<file path="src/rtl/cmsdk_ahb_bm_input_stage_si1.sv">
// AHB bus-matrix input stage for SI1: holds a stalled address phase until the decoder grants it.
// Optional build macro AHB_BM_SEQ2NONSEQ_EN re-issues a held SEQ transfer as NONSEQ/INCR.
module cmsdk_ahb_bm_input_stage_si1 #(
  parameter int ADDR_WIDTH = 32
) (
  input  logic                  HCLK,
  input  logic                  HRESETn,
  input  logic                  HSELS,
  input  logic [ADDR_WIDTH-1:0] HADDRS,
  input  logic [1:0]            HTRANSS,
  input  logic                  HWRITES,
  input  logic [2:0]            HSIZES,
  input  logic [2:0]            HBURSTS,
  input  logic [3:0]            HPROTS,
  input  logic                  HREADYS,
  input  logic                  active_in,
  input  logic                  readyout_in,
  input  logic [1:0]            resp_in,
  output logic                  sel_in,
  output logic [ADDR_WIDTH-1:0] addr_in,
  output logic [1:0]            trans_in,
  output logic                  write_in,
  output logic [2:0]            size_in,
  output logic [2:0]            burst_in,
  output logic [3:0]            prot_in,
  output logic                  held_tran,
  output logic                  HREADYOUTS,
  output logic [1:0]            HRESPS
);

  typedef enum logic {ST_IDLE, ST_PEND} state_t;

  localparam logic [1:0] TRN_NONSEQ = 2'b10;
  localparam logic [1:0] TRN_SEQ    = 2'b11;
  localparam logic [2:0] BST_INCR   = 3'b001;
  localparam logic [1:0] RSP_OKAY   = 2'b00;

  state_t                r_state;
  state_t                w_state_nxt;
  logic [ADDR_WIDTH-1:0] r_addr;
  logic [1:0]            r_trans;
  logic                  r_write;
  logic [2:0]            r_size;
  logic [2:0]            r_burst;
  logic [3:0]            r_prot;
  logic                  w_trans_req;
  logic [1:0]            w_held_trans;
  logic [2:0]            w_held_burst;

  assign w_trans_req = HSELS & HTRANSS[1] & HREADYS;

  // NOTE: sequential state uses non-blocking assignments so every register samples pre-edge values.
  always_ff @(posedge HCLK or negedge HRESETn) begin
    if (!HRESETn) begin
      r_state <= ST_IDLE;
    end else begin
      r_state <= w_state_nxt;
    end
  end

  // NOTE: the holding register is reset too; it is a handful of flops, not a memory, and
  // a known value keeps the outputs deterministic straight out of reset.
  always_ff @(posedge HCLK or negedge HRESETn) begin
    if (!HRESETn) begin
      r_addr  <= '0;
      r_trans <= '0;
      r_write <= 1'b0;
      r_size  <= '0;
      r_burst <= '0;
      r_prot  <= '0;
    end else if (w_trans_req) begin
      r_addr  <= HADDRS;
      r_trans <= HTRANSS;
      r_write <= HWRITES;
      r_size  <= HSIZES;
      r_burst <= HBURSTS;
      r_prot  <= HPROTS;
    end
  end

  // NOTE: every combinational output gets a default first so no path can infer a latch.
  always_comb begin
    w_state_nxt = r_state;
    unique case (r_state)
      ST_IDLE: if (w_trans_req && !active_in) w_state_nxt = ST_PEND;
      // A new request while pending is illegal; keep holding rather than drop it.
      ST_PEND: if (active_in && readyout_in && !w_trans_req) w_state_nxt = ST_IDLE;
      default: w_state_nxt = ST_IDLE;
    endcase
  end

`ifdef AHB_BM_SEQ2NONSEQ_EN
  // Arbitration may have broken the burst, so a held SEQ restarts as an undefined-length INCR.
  assign w_held_trans = (r_trans == TRN_SEQ) ? TRN_NONSEQ : r_trans;
  assign w_held_burst = (r_trans == TRN_SEQ) ? BST_INCR   : r_burst;
`else
  assign w_held_trans = r_trans;
  assign w_held_burst = r_burst;
`endif

  always_comb begin
    sel_in     = HSELS;
    addr_in    = HADDRS;
    trans_in   = HTRANSS;
    write_in   = HWRITES;
    size_in    = HSIZES;
    burst_in   = HBURSTS;
    prot_in    = HPROTS;
    held_tran  = 1'b0;
    HREADYOUTS = readyout_in;
    HRESPS     = resp_in;
    if (r_state == ST_PEND) begin
      sel_in     = 1'b1;
      addr_in    = r_addr;
      trans_in   = w_held_trans;
      write_in   = r_write;
      size_in    = r_size;
      burst_in   = w_held_burst;
      prot_in    = r_prot;
      held_tran  = 1'b1;
      HREADYOUTS = 1'b0;
      HRESPS     = RSP_OKAY;
    end
  end

  // The master sees HREADY low while pending, so it must never present a new transfer then.
  a_no_req_while_pend : assert property (
    @(posedge HCLK) disable iff (!HRESETn) !((r_state == ST_PEND) && w_trans_req)
  );

endmodule

</file>
<file path="config.mk">
export PLATFORM = sky130hd
export DESIGN_NAME = cmsdk_ahb_bm_input_stage_si1
export DESIGN_NICKNAME = d
export VERILOG_FILES = /design/src/rtl/cmsdk_ahb_bm_input_stage_si1.sv
export SDC_FILE = /design/constraint.sdc
export NUM_CORES = 1
export LEC_CHECK = 0
export BUFFER_PORTS_ARGS = -buffer_cell sky130_fd_sc_hd__clkbuf_2
export CORE_MARGIN = 1
export CORE_UTILIZATION = 48
export CTS_CLUSTER_SIZE = 25
export DETAILED_ROUTE_END_ITERATION = 8
export PLACE_DENSITY = 0.8
export SKIP_LAST_GASP = 1
export SLEW_MARGIN = 30
export SYNTH_ARGS = -nofsm -noshare
export SYNTH_HDL_FRONTEND = slang
export SYNTH_SLANG_ARGS = --single-unit
</file>
<file path="constraint.sdc">
create_clock -name HCLK -period 1.6 [get_ports HCLK]
set_clock_uncertainty 0.1 [all_clocks]
set_input_delay 0.08 -clock HCLK [delete_from_list [all_inputs] [get_ports HCLK]]
set_output_delay 0.08 -clock HCLK [all_outputs]
set_load 0.02 [all_outputs]
</file>
==> results of run 1 <==
power groups by stage:
stage / registers, uW / clock network (uW) / logic (uW)
2_1_floorplan: 1470 / 0 / 775
3_3_place_gp: 1500 / 0 / 1050
3_5_place_dp: 1500 / 0 / 1070
4_1_cts: 1490 / 730 / 1160
5_1_grt: 1510 / 791 / 1230
6_report: 1490 / 706 / 1160
tightest hold or removal path, cell delays in order:
cell       delay, ps
clkbuf_2         110
and4b_1          170
a2bb2oi_1        120
cell usage in the layout, fill, tap and decap left out:
master	count
clkbuf_2	102
nand2b_1	1
mux2_4	38
and4b_1	1
clkbuf_8	6
nor2b_1	3
dlygate4sd3_1	47
nand3_4	1
a2bb2oi_1	1
mux2_2	51
clkbuf_1	1
and2_1	1
buf_4	3
or2_2	1
buf_12	2
dfrtp_2	1
clkinv_2	1
dfrtp_1	45
cell usage after synthesis, drive strengths merged:
| cell | count |
|---|---|
| nand2b | 1 |
| nor2b | 3 |
| clkbuf | 1 |
| a2bb2oi | 1 |
| dfrtp | 46 |
| and2 | 1 |
| or2 | 1 |
| nand3 | 1 |
| and4b | 1 |
| mux2 | 89 |
| buf | 9 |
through the flow:
step,utilization (%),instances
final,74.5,373
after global routing,74.5,373
after CTS,74.5,373
after detailed placement,62.9,318
after global placement,62.9,318
after floorplan,-,154
what timing repair did:
action	CTS	global route
gates resized for setup	0	0
hold buffers	47	0
endpoints found under the hold margin	91	0
setup buffers	0	0
endpoints found under the setup margin	33	46
final cells by class:
class / instances / share of cell area, %
sequential: 46 / 32.1
timing repair buffer: 154 / 29.1
tap: 67 / 2.34
multi-input combinational: 98 / 33.9
clock inverter: 1 / 0.139
clock buffer: 7 / 2.41
sequential cells by signal (all words and copies together), names as in the netlist:
signal and cells:
r_addr 32, r_burst 3, r_state 1, r_size 3, r_trans 2, r_prot 4
r_write 1
final timing paths:
kind / cells after the start / slack [ps] / startpoint / to
worst max-delay path: 3 / -30 / r_state / addr_in[12]
worst min-delay path: 3 / 120 / HREADYS / r_state
worst max register to register: 2 / 610 / r_state / r_state
worst min register to register: 1 / 370 / r_trans[1] / r_trans[1]
max in group asynchronous: 3 / 660 / HRESETn / r_state
min in group asynchronous: 3 / 330 / HRESETn / r_addr[19]
routing by layer:
| layer | track usage, % | wire length, um | share of wire, % | vias to the layer above |
|---|---|---|---|---|
| met1 | 23.4 | 2260 | 42 | 843 |
| met2 | 37.9 | 2820 | 52 | 69 |
| met5 | 0 | 0 | 0 | - |
| met4 | 6.62 | 93 | 1.7 | 0 |
| met3 | 5.90 | 268 | 4.9 | 10 |
| li1 | - | - | - | 864 |
logic make-up after synthesis:
kind of cell | synth area share [%]
buf+inv | 3.02
flops | 47.1
compound gates | 0.358
mux | 46.9
simple gates | 2.66
==> summary.md, run 1 <==
| Metric | Value |
|---|---|
| Outcome | complete, but fails checks |
| Violated checks | negative setup slack |
| Synth area leader | dfrtp_1 |
| Worst slack, placed | 296 ps |
| CTS Sinks | 46 |
| Crit path time final | 1630 ps |
| Post-synthesis cell type count | 13 |
| Area contributors post-synth | dfrtp_1 47%, mux2_2 24%, mux2_4 23% |
| DR WL/cell | 14.6 um |
| Clock-pin transition on the worst setup and hold timing paths | 80 ps |
| Area Overhead vs Synth | 46.9% |
| LEAKAGE | 0.00182 uW |
| DIE HEIGHT | 73.4 um |
| Placer's final routability congestion estimate | 0.701 |
| Clock share of power | 21.0% |
| First-pass GRT wire length | 8.34 mm |
| Pin count of the biggest net entering global routing | 47 |
| # DRC | 0 |
| Clock H-tree levels | 2 |
| GR Util All Layers | 20.8% |
| Area taken by multi-input logic gates | 0.00122 mm2 |
| Worst Path Arrival | 1450 ps |
| Final total power | 3360 uW |
| Fmax | 0.612 GHz |
| Period utilization | 102% |
| Sw Pwr | 981 uW |
| Startpoint Class | register |
| Avg Vias per Cell | 4.79 |
| Net Sw Frac | 29.2% |
| Crit path max fanout | 37 |
| TritonCTS clock tree | done |
| Deepest clock path buffer count | 2 |
| Die area | 0.00538 mm2 |
| Clock root buffer | clkbuf_8 |
| Grt total ovfl | 0 |
| Max rail drop VDD | 549 uV |
| Vias in the first global route | 1821 |
| Initial antenna violation count | 0 |
| WP data required | 1420 ps |
| RSZ-0062 raised after global routing | true |
| Worst hold path class | primary input to register |
| Layout cells sized above 1 | 67.3% |
| Final hold viol count | 0 |
| I/O Buffers | 102 |
| Internal | 2380 uW |
| Max cap viols | 0 |
| Core Region | 0.00482 mm2 |
| Synthesis warning total | 0 |
| Rows | 25 |
| Final WS setup | -32.8 ps |
| Gate power share | 34.6% |
| Detailed placement HPWL | 3.16 mm |
| Worst setup EP type | primary output |
| Ant. Diodes | 0 |
| Post-route cell area | 0.00359 mm2 |
| Final hold slack | 119 ps |
| CP peak stage delay | 390 ps |
| Effective utilization at floorplan | 50.7% |
| Slew @ Worst Pin | 566 ps |
| Max Transition Viols Final | 0 |
| FILL cells | 323 |
| #FFs+latches synth | 46 |
| Final setup fails | 27 |
| Antenna-violating nets left | 0 |
| Die Width | 73.4 um |
| Total number of vias | 1786 |
| Mapped Nets | 207 |
| Clock latency on the worst-skew pair | 280 ps |
| Syn Area/Cell | 15.9 um2 |
| Total negative slack | -331 ps |
| Sequential fraction of the synthesis area | 47.1% |
| Sequential Area | 0.00115 mm2 |
| DR iter-0 viols | 49 |
| Boundary Pins | 103 |
| Drt pass-1 iters | 3 |
| Worst-path cell chain | buf_12 -> mux2_2 -> clkbuf_2 |
| Nets@finish | 358 |
| Synth top area share | 47.1% |
| Sequential power share | 44.4% |
| Family with the most delay on the worst path | flip-flops |
| Slowest CP cell | dfrtp_2 |
| PD cells | 936 mW/mm2 |
| WP buf/inv | 2 |
| Relative slew slack | 62.3% |
| Final wirelength | 5.44 mm |
| Syn Inst Count | 154 |
| CTS buffer count | 5 |
| Placement Cell Area | 0.00303 mm2 |
| Synthesized cell area | 0.00244 mm2 |
| CP Class | register to primary output |
No activity file was read; power rests on OpenSTA's default activity.
==> inputs of run 2 (changes only) <==
BUFFER_PORTS_ARGS = -buffer_cell sky130_fd_sc_hd__buf_2   (was -buffer_cell sky130_fd_sc_hd__clkbuf_2)
==> run 2 against run 1 <==
  * The run still ends with negative setup slack left
  * Highest routed layer unchanged
  * Largest power group unchanged
  * Count of clock-buffer cells in the layout decreased by 2
  * Power rose by 8.4%
  * Via count up 5.5%
  * Setup slack worse by 42 ps
  * Critical path depth increased by 1
  * Cell area rose by 6.3%
  * Sequential share of layout area is 1.9 points lower
  * Clock power rose by 19%
  * First-iteration DRC count rose by 45%
  * Global-route usage grew 0.84 points
  * Largest cell class is now buffers
==> summary.md, run 2 (synthesized netlist as in run 1, its figures left out) <==
| Metric | Value |
|---|---|
| Outcome | complete, but fails checks |
| Violated checks | negative setup slack |
| Sequential Area | 0.00115 mm2 |
| Final WS setup | -74.9 ps |
| Crit path max fanout | 9 |
| Clock share of power | 23.1% |
| Worst setup EP type | primary output |
| FILL cells | 319 |
| Sw Pwr | 1050 uW |
| Final hold viol count | 0 |
| Clock latency on the worst-skew pair | 290 ps |
| Post-route cell area | 0.00382 mm2 |
| Worst-path cell chain | buf_12 -> buf_6 -> mux2_2 -> buf_2 |
| Relative slew slack | 79.1% |
| Slew @ Worst Pin | 314 ps |
| LEAKAGE | 0.00190 uW |
| Worst Path Arrival | 1490 ps |
| CP Class | register to primary output |
| Ant. Diodes | 0 |
| Placer's final routability congestion estimate | 0.738 |
| DR iter-0 viols | 71 |
| Internal | 2590 uW |
| Final hold slack | 70.3 ps |
| Antenna-violating nets left | 0 |
| DIE HEIGHT | 73.4 um |
| Fmax | 0.597 GHz |
| Max Transition Viols Final | 0 |
| Placement Cell Area | 0.00306 mm2 |
| DR WL/cell | 16.9 um |
| Drt pass-1 iters | 4 |
| Gate power share | 35.7% |
| CTS buffer count | 5 |
| Net Sw Frac | 28.8% |
| Global Route met1 Usage | 24.8% |
| Largest Register | r_addr |
| Boundary Pins | 103 |
| Max reg flops | 32 |
| Nets@finish | 366 |
| Crit path time final | 1670 ps |
| WP data required | 1420 ps |
| Core Region | 0.00482 mm2 |
| Clock root buffer | clkbuf_8 |
| Post-Layout Cell Count | 381 |
| Most frequent cells in the layout | 91 x buf_2, 51 x mux2_2, 47 x dlygate4sd3_1, 45 x dfrtp_1, 38 x mux2_4 |
| Final setup fails | 46 |
| Clock-pin transition on the worst setup and hold timing paths | 80 ps |
| Critical Path Source | r_state |
| Worst reg2reg startpoint | r_state |
| Clock H-tree levels | 2 |
| Max cap viols | 0 |
| Grt total ovfl | 0 |
| Slowest CP cell | dfrtp_2 |
| Worst hold path class | primary input to asynchronous set/reset pin |
| Final total power | 3640 uW |
| Detailed placement HPWL | 3.41 mm |
| Met3 Usage GRT | 4.25% |
| First-pass GRT wire length | 8.73 mm |
| Most common cell after layout, fill and taps aside | buf_2 |
| Rows | 25 |
| # DRC | 0 |
| Area taken by multi-input logic gates | 0.00122 mm2 |
| TritonCTS clock tree | done |
| CTS Sinks | 46 |
| Avg Vias per Cell | 4.94 |
| Initial antenna violation count | 0 |
| Vias in the first global route | 1943 |
| Period utilization | 105% |
| Layout cells sized above 1 | 68.5% |
| Largest registers | r_addr x32, r_prot x4 |
| Final wirelength | 6.45 mm |
| RSZ-0062 raised after global routing | true |
| I/O Buffers | 102 |
| Effective utilization at floorplan | 50.7% |
| Startpoint Class | register |
| WP buf/inv | 3 |
| Global-route met2 utilization | 40.0% |
| Family with the most delay on the worst path | buffers and inverters |
| Placed Cells | 320 |
| CP peak stage delay | 390 ps |
| GR peak layer | met2 |
| Max rail drop VDD | 552 uV |
| GR Util All Layers | 21.6% |
| Worst slack, placed | 296 ps |
| PD cells | 955 mW/mm2 |
| Deepest clock path buffer count | 2 |
| Area Overhead vs Synth | 56.2% |
| Pin count of the biggest net entering global routing | 38 |
| Die Width | 73.4 um |
| Total number of vias | 1884 |
| Die area | 0.00538 mm2 |
| Sequential power share | 41.1% |
[run 2: cell count changes in the layout (fill, tap and decap cells not counted)]
cell	before	now
clkbuf_2	102	0
buf_2	0	91
buf_6	0	13
buf_12	2	5
clkbuf_16	0	2
buf_4	3	4
bufinv_16	0	1
clkbuf_1	1	0
clkbuf_8	6	5
clkinv_2	1	2
[run 2: power groups by stage]
stage / Sequential [uW] / Combinational (uW) / Clock, uW
finish: 1500 / 1300 / 842
global route: 1520 / 1380 / 907
CTS: 1490 / 1170 / 859
detailed placement: 1500 / 1070 / 0
global placement: 1500 / 1050 / 0
floorplan: 1470 / 775 / 0
[run 2: what timing repair did]
action                     in CTS  in global routing
setup buffers                   0                  1
gates resized for setup         0                 24
hold buffers                   47                  0
hold endpoints to repair       91                  0
pin swaps                       0                  0
cloned                          0                  5
setup endpoints to repair      35                 45
[run 2: area by class of cell]
type	instances	share of cell area [%]
clock buffers	5	1.80
repair buffers	162	32.8
well taps	67	2.20
flip-flops and latches	46	30.2
clock inverters	3	1.05
multi-input cells	98	31.9
[run 2: worst paths after layout]
check                              end  slack, ps  depth (start not counted)
min in group HCLK              r_state        120                          3
max reg2reg                    r_state        510                          3
max                        addr_in[29]        -70                          4
min                         r_addr[17]         70                          2
max in group asynchronous   r_burst[0]        770                          3
min reg2reg                 r_trans[1]        400                          1
[run 2: stage by stage]
step / util [%] / TNS (ps)
2_1_floorplan: - / 0
3_3_place_gp: 63.4 / 0
3_5_place_dp: 63.4 / 0
4_1_cts: 75.5 / -686
5_1_grt: 79.2 / -4120
6_report: 79.2 / -2260
[run 2: routing by layer]
metal | wire [um] | part of all wire [%]
met1 | 2670 | 41
met2 | 3360 | 52
met3 | 312 | 4.8
met4 | 109 | 1.7
met5 | 0 | 0
==> inputs of run 3 (changes only) <==
ABC_AREA = 1   (was default)
CORE_UTILIZATION = 47   (was 48)
PLACE_DENSITY = 0.79   (was 0.8)
==> run 3 against run 2 <==
  * The run now ends clean
  * Combinational power shrank 11%
  * Global-route usage rose by 5.6 points
  * Routed wire length up 6.3%
  * Synthesized area decreased by 3.0%
  * Register-to-register slack worse by 100 ps
  * Count of clock-buffer cells in the layout is the same
  * Critical path type unchanged
==> summary.md, run 3 <==
| Metric | Value |
|---|---|
| Placed Cells | 506 |
| CTS buffer count | 5 |
| Final total power | 3470 uW |
| Family with the most delay on the worst path | flip-flops |
| Dominant synthesized flop cell | dfrtp_1 |
| Placer's final routability congestion estimate | 0.708 |
| Fmax | 0.645 GHz |
| Worst setup EP type | primary output |
| Die Width | 73.0 um |
| Max rail drop VDD | 546 uV |
| DR WL/cell | 12.2 um |
| Final hold viol count | 0 |
| Met3 Usage GRT | 5.25% |
| Clock root buffer | clkbuf_8 |
| GR Util All Layers | 27.2% |
| Deepest clock path buffer count | 2 |
| Pin count of the biggest net entering global routing | 50 |
| Worst reg2reg path depth | 5 |
| Initial antenna violation count | 0 |
| Synth top area share | 48.5% |
| Period utilization | 96.9% |
| Net Sw Frac | 34.6% |
| Relative slew slack | 61.3% |
| Gate power share | 33.4% |
| Final wirelength | 6.86 mm |
| PD cells | 974 mW/mm2 |
| LEAKAGE | 0.00213 uW |
| Clock latency on the worst-skew pair | 300 ps |
| I/O Buffers | 102 |
| Sequential power share | 41.9% |
| Post-route cell area | 0.00356 mm2 |
| Core Region | 0.00479 mm2 |
| Avg Vias per Cell | 4.71 |
| TritonCTS clock tree | done |
| Synth area leader | dfrtp_1 |
| First-pass GRT wire length | 11.0 mm |
| Clock-pin transition on the worst setup and hold timing paths | 80 ps |
| FF-to-FF End | r_state |
| Syn Inst Count | 349 |
| DR iter-0 viols | 179 |
| Crit path time final | 1550 ps |
| CP Class | register to primary output |
| Antenna-violating nets left | 0 |
| Largest registers | r_addr x32, r_prot x4 |
| Sequential fraction of the synthesis area | 48.5% |
| Area Overhead vs Synth | 50.1% |
| Internal | 2270 uW |
| # DRC | 0 |
| Syn Area/Cell | 6.79 um2 |
| Synthesis warning total | 0 |
| Area contributors post-synth | dfrtp_1 49%, nand2_1 43%, buf_2 1.9% |
| WP buf/inv | 3 |
| Most numerous cell in the Yosys netlist | nand2_1 |
| Die area | 0.00533 mm2 |
| Clock share of power | 24.7% |
| Largest Register | r_addr |
| Worst reg2reg setup slack | 410 ps |
| Synthesized cell area | 0.00237 mm2 |
| Final setup fails | 0 |
| WP data required | 1420 ps |
| Most common cell after layout, fill and taps aside | nand2_1 |
| Global-route met2 utilization | 48.7% |
| Startpoint Class | register |
| RSZ-0062 raised after global routing | false |
| Commonest cells post-synth | 272 x nand2_1, 46 x dfrtp_1, 9 x buf_2 |
| Rows | 25 |
| Grt total ovfl | 0 |
| Outcome | complete, no violations |
| Max cap viols | 0 |
| Mapped Nets | 402 |
| Post-Layout Cell Count | 563 |
| Most common cell on crit path | nand2_1 |
| Post-synth EDFFs | 0 |
| Boundary Pins | 103 |
| CTS Sinks | 46 |
| GR peak layer | met2 |
| CP peak stage delay | 490 ps |
| Worst Path Arrival | 1370 ps |
| Slew @ Worst Pin | 580 ps |
| FILL cells | 376 |
| Synth async-reset ratio | 100% |
| Max Transition Viols Final | 0 |
| Nets@finish | 548 |
| Ant. Diodes | 0 |
| Most frequent cells in the layout | 272 x nand2_1, 101 x buf_2, 47 x dlygate4sd3_1, 45 x dfrtp_1, 5 x clkbuf_8 |
| Drt pass-1 iters | 5 |
| #FFs+latches synth | 46 |
| Post-synthesis cell type count | 13 |
| Effective utilization at floorplan | 49.5% |
| Worst hold path class | primary input to asynchronous set/reset pin |
| Worst-path cell chain | inv_8 -> buf_12 -> nand2_1 -> nand2_1 -> buf_2 |
| Global Route met1 Usage | 32.5% |
| Placement Cell Area | 0.00291 mm2 |
| Worst reg2reg startpoint | r_state |
| Sw Pwr | 1200 uW |
| Clock H-tree levels | 2 |
| DIE HEIGHT | 73.0 um |
| Vias in the first global route | 2533 |
| Crit path max fanout | 23 |
| Layout cells sized above 1 | 25.0% |
| Total number of vias | 2653 |
| Slowest CP cell | dfrtp_2 |
| Critical Path Source | r_state |
| Max reg flops | 32 |
| Detailed placement HPWL | 3.89 mm |
==> run 3: cell families after synthesis <==
group	after synthesis	share of synthesized area (%)
simple gates	278	45.1
flops	46	48.5
buf+inv	24	6.17
compound gates	1	0.211
==> run 3: how the worst max path moves through the flow <==
stage                        to  slack (ps)  cells after the start
global route        addr_in[28]           2                      5
finish              addr_in[28]          50                      5
detailed placement  burst_in[2]         250                      4
CTS                 burst_in[2]         -20                      4
floorplan           trans_in[1]         220                      3
global placement    addr_in[22]         260                      4
==> run 3: area by class of cell <==
| type | count | area, um2 | area share (%) |
|---|---|---|---|
| Sequential cell | 46 | 1150 | 32.4 |
| Tap cell | 67 | 83.8 | 2.36 |
| Clock inverter | 3 | 40.0 | 1.12 |
| Inverter | 6 | 30.0 | 0.844 |
| Clock buffer | 5 | 68.8 | 1.93 |
| Timing Repair Buffer | 157 | 1110 | 31.2 |
| Multi-Input combinational cell | 279 | 1070 | 30.2 |
==> run 3: power groups by stage <==
| stage | clock network [uW] | logic (uW) | registers (uW) |
|---|---|---|---|
| 4_1_cts | 875 | 1100 | 1440 |
| 5_1_grt | 939 | 1280 | 1470 |
| 3_5_place_dp | 0 | 1010 | 1460 |
| 6_report | 857 | 1160 | 1450 |
| 2_1_floorplan | 0 | 668 | 1440 |
| 3_3_place_gp | 0 | 988 | 1450 |
==> run 3: routing by layer <==
layer  vias up  routed length (um)
met3         8                 379
met5         -                   0
met1      1218                2930
met4         0                  72
li1       1321                   -
met2       106                3480
==> run 3: repair_timing <==
action / in CTS / in global routing
buffers inserted: 0 / 1
hold buffers: 47 / 0
hold endpoints to repair: 75 / 0
setup endpoints to repair: 44 / 44
cloned: 0 / 1
resized for setup: 2 / 7
==> run 3: through the flow <==
step	setup TNS, ps	hold slack [ps]	setup slack (ps)	utilization [%]
after floorplan	0	-316	220	-
after global placement	0	-78.0	264	60.8
after CTS	-29.3	144	-20.1	73.1
final	0	154	49.9	74.4
after detailed placement	0	-63.0	253	60.8
after global routing	0	176	2.28	74.4
